### src/rtl/matrix_scan_selector.sv
// matrix_scan_selector
//   Time-multiplexed scan driver for the LED dot matrix. A dwell counter holds
//   each column lit for SCAN_DIV clocks and then steps a column scanner. The
//   column enable and row pattern are registered from the scanner position, so
//   they are one cycle behind it. A cursor/mode value loaded by the control FSM
//   goes into a pending shadow register. It is copied to the active register
//   only at a frame boundary, so a frame never shows a mix of old and new
//   cursor. A frame counter drives the blink phase used by mode 11.
// Ports
//   clk        system clock, rising edge
//   rst_n      synchronous reset, active-low
//   en         1 = scan runs; 0 = counters hold, outputs blank
//   load       1-cycle strobe: capture cur_col/cur_row/mode into pending
//   cur_col    cursor column index
//   cur_row    cursor row index
//   mode       00 dot, 01 column bar, 10 row bar, 11 blinking dot
//   col_sel    one-hot active-high column enable
//   row_data   active-high row pattern for the selected column
//   frame_tick 1-cycle pulse when the scan wraps past the last column
//   range_err  sticky flag: a loaded cursor was out of range
module matrix_scan_selector #(
  parameter int N_COLS    = 7,
  parameter int N_ROWS    = 8,
  parameter int SCAN_DIV  = 1000,
  parameter int BLINK_DIV = 32
) (
  input  logic                      clk,
  input  logic                      rst_n,
  input  logic                      en,
  input  logic                      load,
  input  logic [$clog2(N_COLS)-1:0] cur_col,
  input  logic [$clog2(N_ROWS)-1:0] cur_row,
  input  logic [1:0]                mode,
  output logic [N_COLS-1:0]         col_sel,
  output logic [N_ROWS-1:0]         row_data,
  output logic                      frame_tick,
  output logic                      range_err
);

  localparam int CW = $clog2(N_COLS);
  localparam int RW = $clog2(N_ROWS);
  localparam int DW = $clog2(SCAN_DIV);
  localparam int FW = (BLINK_DIV > 1) ? $clog2(BLINK_DIV) : 1;

  localparam logic [CW-1:0] LAST_COL   = CW'(N_COLS - 1);
  localparam logic [DW-1:0] LAST_DWELL = DW'(SCAN_DIV - 1);
  localparam logic [FW-1:0] LAST_FRAME = FW'(BLINK_DIV - 1);

  typedef enum logic [1:0] {
    MODE_DOT   = 2'b00,
    MODE_COL   = 2'b01,
    MODE_ROW   = 2'b10,
    MODE_BLINK = 2'b11
  } mode_t;

  logic [DW-1:0] dwell;
  logic [CW-1:0] scan_col;
  logic [FW-1:0] frame_cnt;
  logic          blink_phase;

  logic [CW-1:0] act_col,  pend_col;
  logic [RW-1:0] act_row,  pend_row;
  mode_t         act_mode, pend_mode;
  logic          pend_valid;

  logic              last_dwell;
  logic              wrap;
  logic              load_bad;
  logic              load_ok;
  logic              on_cursor;
  logic [N_COLS-1:0] col_pat;
  logic [N_ROWS-1:0] row_pat;

  always_comb begin
    last_dwell = (dwell == LAST_DWELL);
    // wrap marks the edge on which scan_col returns to 0; frame_tick is its
    // registered copy, and pending->active happens on this same edge so the
    // first column of the new frame already sees the new cursor.
    wrap       = en && last_dwell && (scan_col == LAST_COL);
    load_bad   = load && ((32'(cur_col) >= N_COLS) || (32'(cur_row) >= N_ROWS));
    load_ok    = load && !load_bad;
    on_cursor  = (scan_col == act_col);

    col_pat           = '0;
    col_pat[scan_col] = 1'b1;

    row_pat = '0;
    case (act_mode)
      MODE_DOT:   if (on_cursor) row_pat[act_row] = 1'b1;
      MODE_COL:   if (on_cursor) row_pat = '1;
      MODE_ROW:   row_pat[act_row] = 1'b1;
      MODE_BLINK: if (on_cursor && !blink_phase) row_pat[act_row] = 1'b1;
      default:    row_pat = '0;
    endcase
  end

  always_ff @(posedge clk) begin
    if (!rst_n) begin
      dwell       <= '0;
      scan_col    <= '0;
      frame_cnt   <= '0;
      blink_phase <= 1'b0;
      act_col     <= '0;
      act_row     <= '0;
      act_mode    <= MODE_DOT;
      pend_col    <= '0;
      pend_row    <= '0;
      pend_mode   <= MODE_DOT;
      pend_valid  <= 1'b0;
      col_sel     <= '0;
      row_data    <= '0;
      frame_tick  <= 1'b0;
      range_err   <= 1'b0;
    end else begin
      frame_tick <= wrap;

      if (en) begin
        col_sel  <= col_pat;
        row_data <= row_pat;
        if (last_dwell) begin
          dwell    <= '0;
          scan_col <= (scan_col == LAST_COL) ? '0 : scan_col + 1'b1;
        end else begin
          dwell <= dwell + 1'b1;
        end
      end else begin
        col_sel  <= '0;
        row_data <= '0;
      end

      if (wrap) begin
        if (frame_cnt == LAST_FRAME) begin
          frame_cnt   <= '0;
          blink_phase <= ~blink_phase;
        end else begin
          frame_cnt <= frame_cnt + 1'b1;
        end
        if (pend_valid) begin
          act_col  <= pend_col;
          act_row  <= pend_row;
          act_mode <= pend_mode;
        end
      end

      if (load_bad) range_err <= 1'b1;

      // A load on the wrap edge re-arms pending after the old value has been
      // transferred, so it lands one frame later.
      if (load_ok) begin
        pend_col   <= cur_col;
        pend_row   <= cur_row;
        pend_mode  <= mode_t'(mode);
        pend_valid <= 1'b1;
      end else if (wrap) begin
        pend_valid <= 1'b0;
      end
    end
  end

endmodule
### config.mk
export PLATFORM = sky130hd
export DESIGN_NAME = matrix_scan_selector
export DESIGN_NICKNAME = d
export VERILOG_FILES = /design/src/rtl/matrix_scan_selector.sv
export SDC_FILE = /design/constraint.sdc
export NUM_CORES = 1
export LEC_CHECK = 0
export BUFFER_PORTS_ARGS = -buffer_cell sky130_fd_sc_hd__buf_2
export CAP_MARGIN = 10
export CORE_MARGIN = 1
export CORE_UTILIZATION = 50
export CTS_BUF_LIST = sky130_fd_sc_hd__clkbuf_2 sky130_fd_sc_hd__clkbuf_4 sky130_fd_sc_hd__clkbuf_8
export CTS_CLUSTER_SIZE = 14
export DETAILED_ROUTE_END_ITERATION = 10
export HOLD_SLACK_MARGIN = 0.05
export PLACE_DENSITY = 0.77
export SYNTH_ARGS = -nofsm -noshare
export SYNTH_HDL_FRONTEND = slang
export SYNTH_SLANG_ARGS = --single-unit
### constraint.sdc
create_clock -name clk -period 2.9 [get_ports clk]
set_input_delay 0.29 -clock clk [delete_from_list [all_inputs] [get_ports clk]]
set_output_delay 0.29 -clock clk [all_outputs]
set_load 0.005 [all_outputs]
== Word level (Yosys, flattened, before mapping) ==
Cells that the tools add are included.

* Register bits: 53
* Bits of input ports: 12
* Output and inout bits: 17
* Word-level logic and storage cells: 59

* $add $sub $neg: 3
* Order comparisons: 5
* Equality and inequality tests: 7
* Multiplexer cells: 13
* Bitwise logic cells: 1
* Reductions and logical operators: 15

{| class="wikitable"
|+ Operators by type and width
! kind !! number
|-
| case mux 8 bit (4 select lines) || 1
|-
| 2-to-1 mux 8 bit || 3
|-
| adder 10 x 1 -> 10 bit, second input constant || 1
|-
| equality test 10 bit, second input constant || 1
|-
| 2-to-1 mux 10 bit || 1
|-
| < comparator 3 x 4 -> 1 bit, second input constant || 2
|-
| AND reduction 2 bit || 4
|-
| logical AND 1 bit || 7
|-
| demux 1 bit (select 3 bit) || 2
|-
| greater-or-equal comparator 3 x 1 -> 1 bit, second input constant || 2
|-
| adder 5 x 1 -> 5 bit, second input constant || 1
|-
| equality test 5 bit, second input constant || 1
|-
| 2-to-1 mux 5 bit || 1
|-
| equality test 2 bit, second input constant || 2
|-
| 2-to-1 mux 1 bit || 4
|-
| adder 3 x 1 -> 3 bit, second input constant || 1
|-
| equality test 3 bit || 1
|-
| equality test 3 bit, second input constant || 1
|-
| greater-or-equal comparator 3 bit, second input constant || 1
|-
| 2-to-1 mux 3 bit || 1
|-
| equality test 2 x 1 -> 1 bit, second input constant || 1
|-
| zero test 1 bit || 2
|-
| zero test 2 bit || 1
|-
| nonzero test 2 bit || 1
|-
| inverter 1 bit || 1
|}

== Logic depth before layout (Yosys ltp) ==
* Depth in word-level cells: 6
* Mapped depth: 6
* Gate-level depth less buffers: 6

== Worst setup path after synthesis ==
Ideal clock, no wire load.

* Kind: register to register
* From: register dwell[0]
* To: register frame_cnt[3]
* Setup time: 0.070 ns
* Arrival: 1.956 ns
* Required time: 2.830 ns
* Setup slack: 0.874 ns
* Stages on the path, launching flop included: 7
* Path buffers: 1
* Clock period less this slack: 2.026 ns
* Path through: dfxtp_1 -> ha_1 -> nand4b_4 -> or4_1 -> buf_2 -> or4_1 -> a21boi_1

* Cells in the longest elaborated chain, start to end: 3

{| class="wikitable"
|+ RTL lines
! element !! RTL line !! source
|-
| start: declaration || 56 || <nowiki>logic [DW-1:0] dwell;</nowiki>
|-
| start signal: assignment || 124 || <nowiki>dwell <= dwell + 1'b1;</nowiki>
|-
| equality test 10 bit || 75 || <nowiki>last_dwell = (dwell == LAST_DWELL);</nowiki>
|-
| logical AND 1 bit (2 in series) || 79 || <nowiki>wrap = en && last_dwell && (scan_col == LAST_COL);</nowiki>
|-
| end signal: assignment || 136 || <nowiki>frame_cnt <= frame_cnt + 1'b1;</nowiki>
|-
| end: declaration || 58 || <nowiki>logic [FW-1:0] frame_cnt;</nowiki>
|}

No other way between the ends.
A chain may end at the register's enable or synchronous reset.

== Worst setup path in the final report ==
Same ends and word-level chain as after synthesis.

==> flow_summary_export.csv <==
group,metric,value,unit
status,status,"completed",
die,start_util,52.9,%
global_routing,top_usage_layer,"met2",
critical_path,worstPathMaxFanout,9,
synth,synth-seq-area-share,49.5,%
timing,setup_viol,0,
synth,synth-edff-count,0,
synth,syn-num-nets,243,
power,p_leak,1.05,nW
cts,insertion_delay,0.30,ns
synth,yosys_warnings,0,
cts,root_buffer,"clkbuf_8",
cts,cts_tree,"done",
cts,cts_num_sinks,53,
final_layout,nets,270,
global_routing,grtUsageTotal,18.5,%
synth,avgSynthCellArea,9.41,um2
timing,holdWs,0.237,ns
die,ios,29,
job,drv_cap,0,
critical_path,cpMaxStageDelayCell,"or4_1",
final_layout,layout-drive-gt1-share,18.0,%
final_layout,final_cell_mix,"dfxtp_1, nand2_1, buf_2",
global_routing,grt_pass1_vias,1391,
timing,min_period,2.17,ns
synth,ys_types,39,
critical_path,crit_top_cell,"or4_1",
detailed_routing,totalWireLength,3590,um
global_routing,overflow,0,
timing,finalSetupTns,0,ns
critical_path,critPathKind,"flip-flop to flip-flop",
hold_path,min_path_type,"primary input to flip-flop",
critical_path,required,3.14,ns
timing,max_slew_margin,68.8,%
global_routing,grt_start_max_net_pins,42,
critical_path,cp-start-kind,"flip-flop",
global_routing,global_route.usage.met3,5.57,%
synth,ys_ff_latch,53,
die,fp.dieW,67.5,um
critical_path,r2r_cells,5,
critical_path,worstPathArrival,2.41,ns
detailed_routing,dr.pass1.iters,4,
cts,post_cts_resized,0,
synth,synthFlopType,"dfxtp_1",
power,peakVddDrop,0.327,mV
final_layout,fillers,361,
power,p_per_area,563,nW/um2
timing,rsz0062_at_grt,"no",
die,die_y,67.5,um
critical_path,critPathCaptureType,"flip-flop",
detailed_routing,drc,0,
place,io_buffer_count,28,
cts,ctsHoldBuffers,0,
place,hpwl,2470,um
detailed_routing,drt-initial-drc-count,88,
global_routing,met1_usage,24.3,%
final_layout,layout_commonest_cell,"dfxtp_1",
detailed_routing,ant_nets,0,
timing,final.period_utilization,74.9,%
detailed_routing,vias_per_cell,5.29,
cts,post_cts_buffers,0,
cts,cts_made_buffers,5,
final_layout,antenna_cells,0,
detailed_routing,vias,1618,
critical_path,crit_chain,"ha_1 > nand4b_4 > or4_1 > or4_1 > a21boi_1",
die,row_count,23,
die,dieArea,4550,um2
place,gp_congestion,0.783,
global_routing,use_met2,27.8,%
cts,cts-htree-levels,2,
synth,synth_cells,228,
timing,max_freq,460,MHz
timing,fin_worst_skew,0.00840,ns
critical_path,ff2ff_setup_slack,0.73,ns
die,core_area,4060,um2
global_routing,grt_pass1_wl,6290,um
synth,syn_area,2140,um2
timing,finalHoldViolations,0,
detailed_routing,wl_per_cell,11.7,um
timing,worst_pin_slew,0.461,ns
global_routing,antenna_found_initial,0,
critical_path,slowest_delay,0.67,ns
cts,clock_path_buffers,2,
final_layout,syn_to_final_growth,14.6,%
cts,path_clk_slew,0.09,ns
synth,ys_async_sr_fraction,0,%
hold_path,hold-path-cell-count,3,
timing,drv_slew,0,
==> cell families after synthesis <==
| family | share of synthesized area [%] |
|---|---|
| AND/OR/NAND/NOR | 23.5 |
| XOR/XNOR | 4.90 |
| multiplexers | 7.00 |
| flip-flops | 49.5 |
| AO/OA/AOI/OAI | 9.86 |
| adder cells (fa/ha/maj) | 1.75 |
| buffers and inverters | 3.56 |
==> critical path, delay by kind of cell, from the launching register on <==
family	cells	cell delay [ns]
adders and majority gates	1	0.27
DFF	1	0.39
AOI/OAI and AO/OA	1	0.14
and+or+nand+nor	3	1.31
==> metal layers <==
layer	vias to the layer above	wire, um
li1	840	-
met1	736	1790
met2	35	1600
met3	7	142
met4	0	59
met5	-	0
==> where the power goes <==
| group | total (mW) | internal (mW) | switching (mW) |
|---|---|---|---|
| Combinational | 0.0577 | 0.0268 | 0.0309 |
| Sequential | 0.749 | 0.741 | 0.00808 |
| Clock | 0.576 | 0.343 | 0.234 |
| Total | 1.38 | 1.11 | 0.273 |
==> sequential cells by signal, indices dropped and copies added, names as in the netlist <==
register,cells
scan_col,3
pend_col,3
range_err,1
pend_row,3
act_col,3
pend_mode,2
row_data,8
col_sel,7
act_mode,2
blink_phase,1
pend_valid,1
frame_tick,1
act_row,3
frame_cnt,5
dwell,10
==> synth_stat cells (all sizes together), types with 4 or more instances <==
cell / number / area share, %
buf: 4 / 0.93
o21ai: 10 / 2.3
nor2: 18 / 3.2
inv: 8 / 1.4
nor2b: 8 / 2.3
xnor2: 7 / 2.9
mux2i: 15 / 7.0
nand3: 5 / 1.2
xor2: 5 / 2.0
nand2: 33 / 5.8
clkbuf: 7 / 1.2
a21boi: 7 / 2.5
dfxtp: 53 / 49
nor3: 7 / 1.6
==> per-stage QoR <==
stage | setup slack, ns | instance area, um2 | power [mW] | instances | utilization, %
final | 0.728 | 2460 | 1.38 | 306 | 60.6
after floorplan | 0.874 | 2140 | 0.803 | 228 | -
after detailed placement | 0.732 | 2320 | 0.824 | 298 | 57.3
after CTS | 0.717 | 2460 | 1.40 | 306 | 60.6
after global placement | 0.772 | 2320 | 0.823 | 298 | 57.3
after global routing | 0.570 | 2460 | 1.44 | 306 | 60.6
==> final cells by class <==
class / instances / area (um2) / area share [%]
Clock buffer: 5 / 68.8 / 2.80
Clock inverter: 3 / 65.1 / 2.65
Inverter: 8 / 30.0 / 1.22
Multi-Input combinational cell: 156 / 1010 / 41.0
Sequential cell: 53 / 1060 / 43.2
Tap cell: 50 / 62.6 / 2.55
Timing Repair Buffer: 31 / 163 / 6.62
==> worst paths after layout <==
kind,start,end
worst max-delay path,dwell[0],frame_cnt[3]
worst max register to register,dwell[0],frame_cnt[3]
worst min-delay path,cur_row[0],pend_row[0]
worst min register to register,pend_row[0],act_row[0]
(Power assumes the default switching activity.)
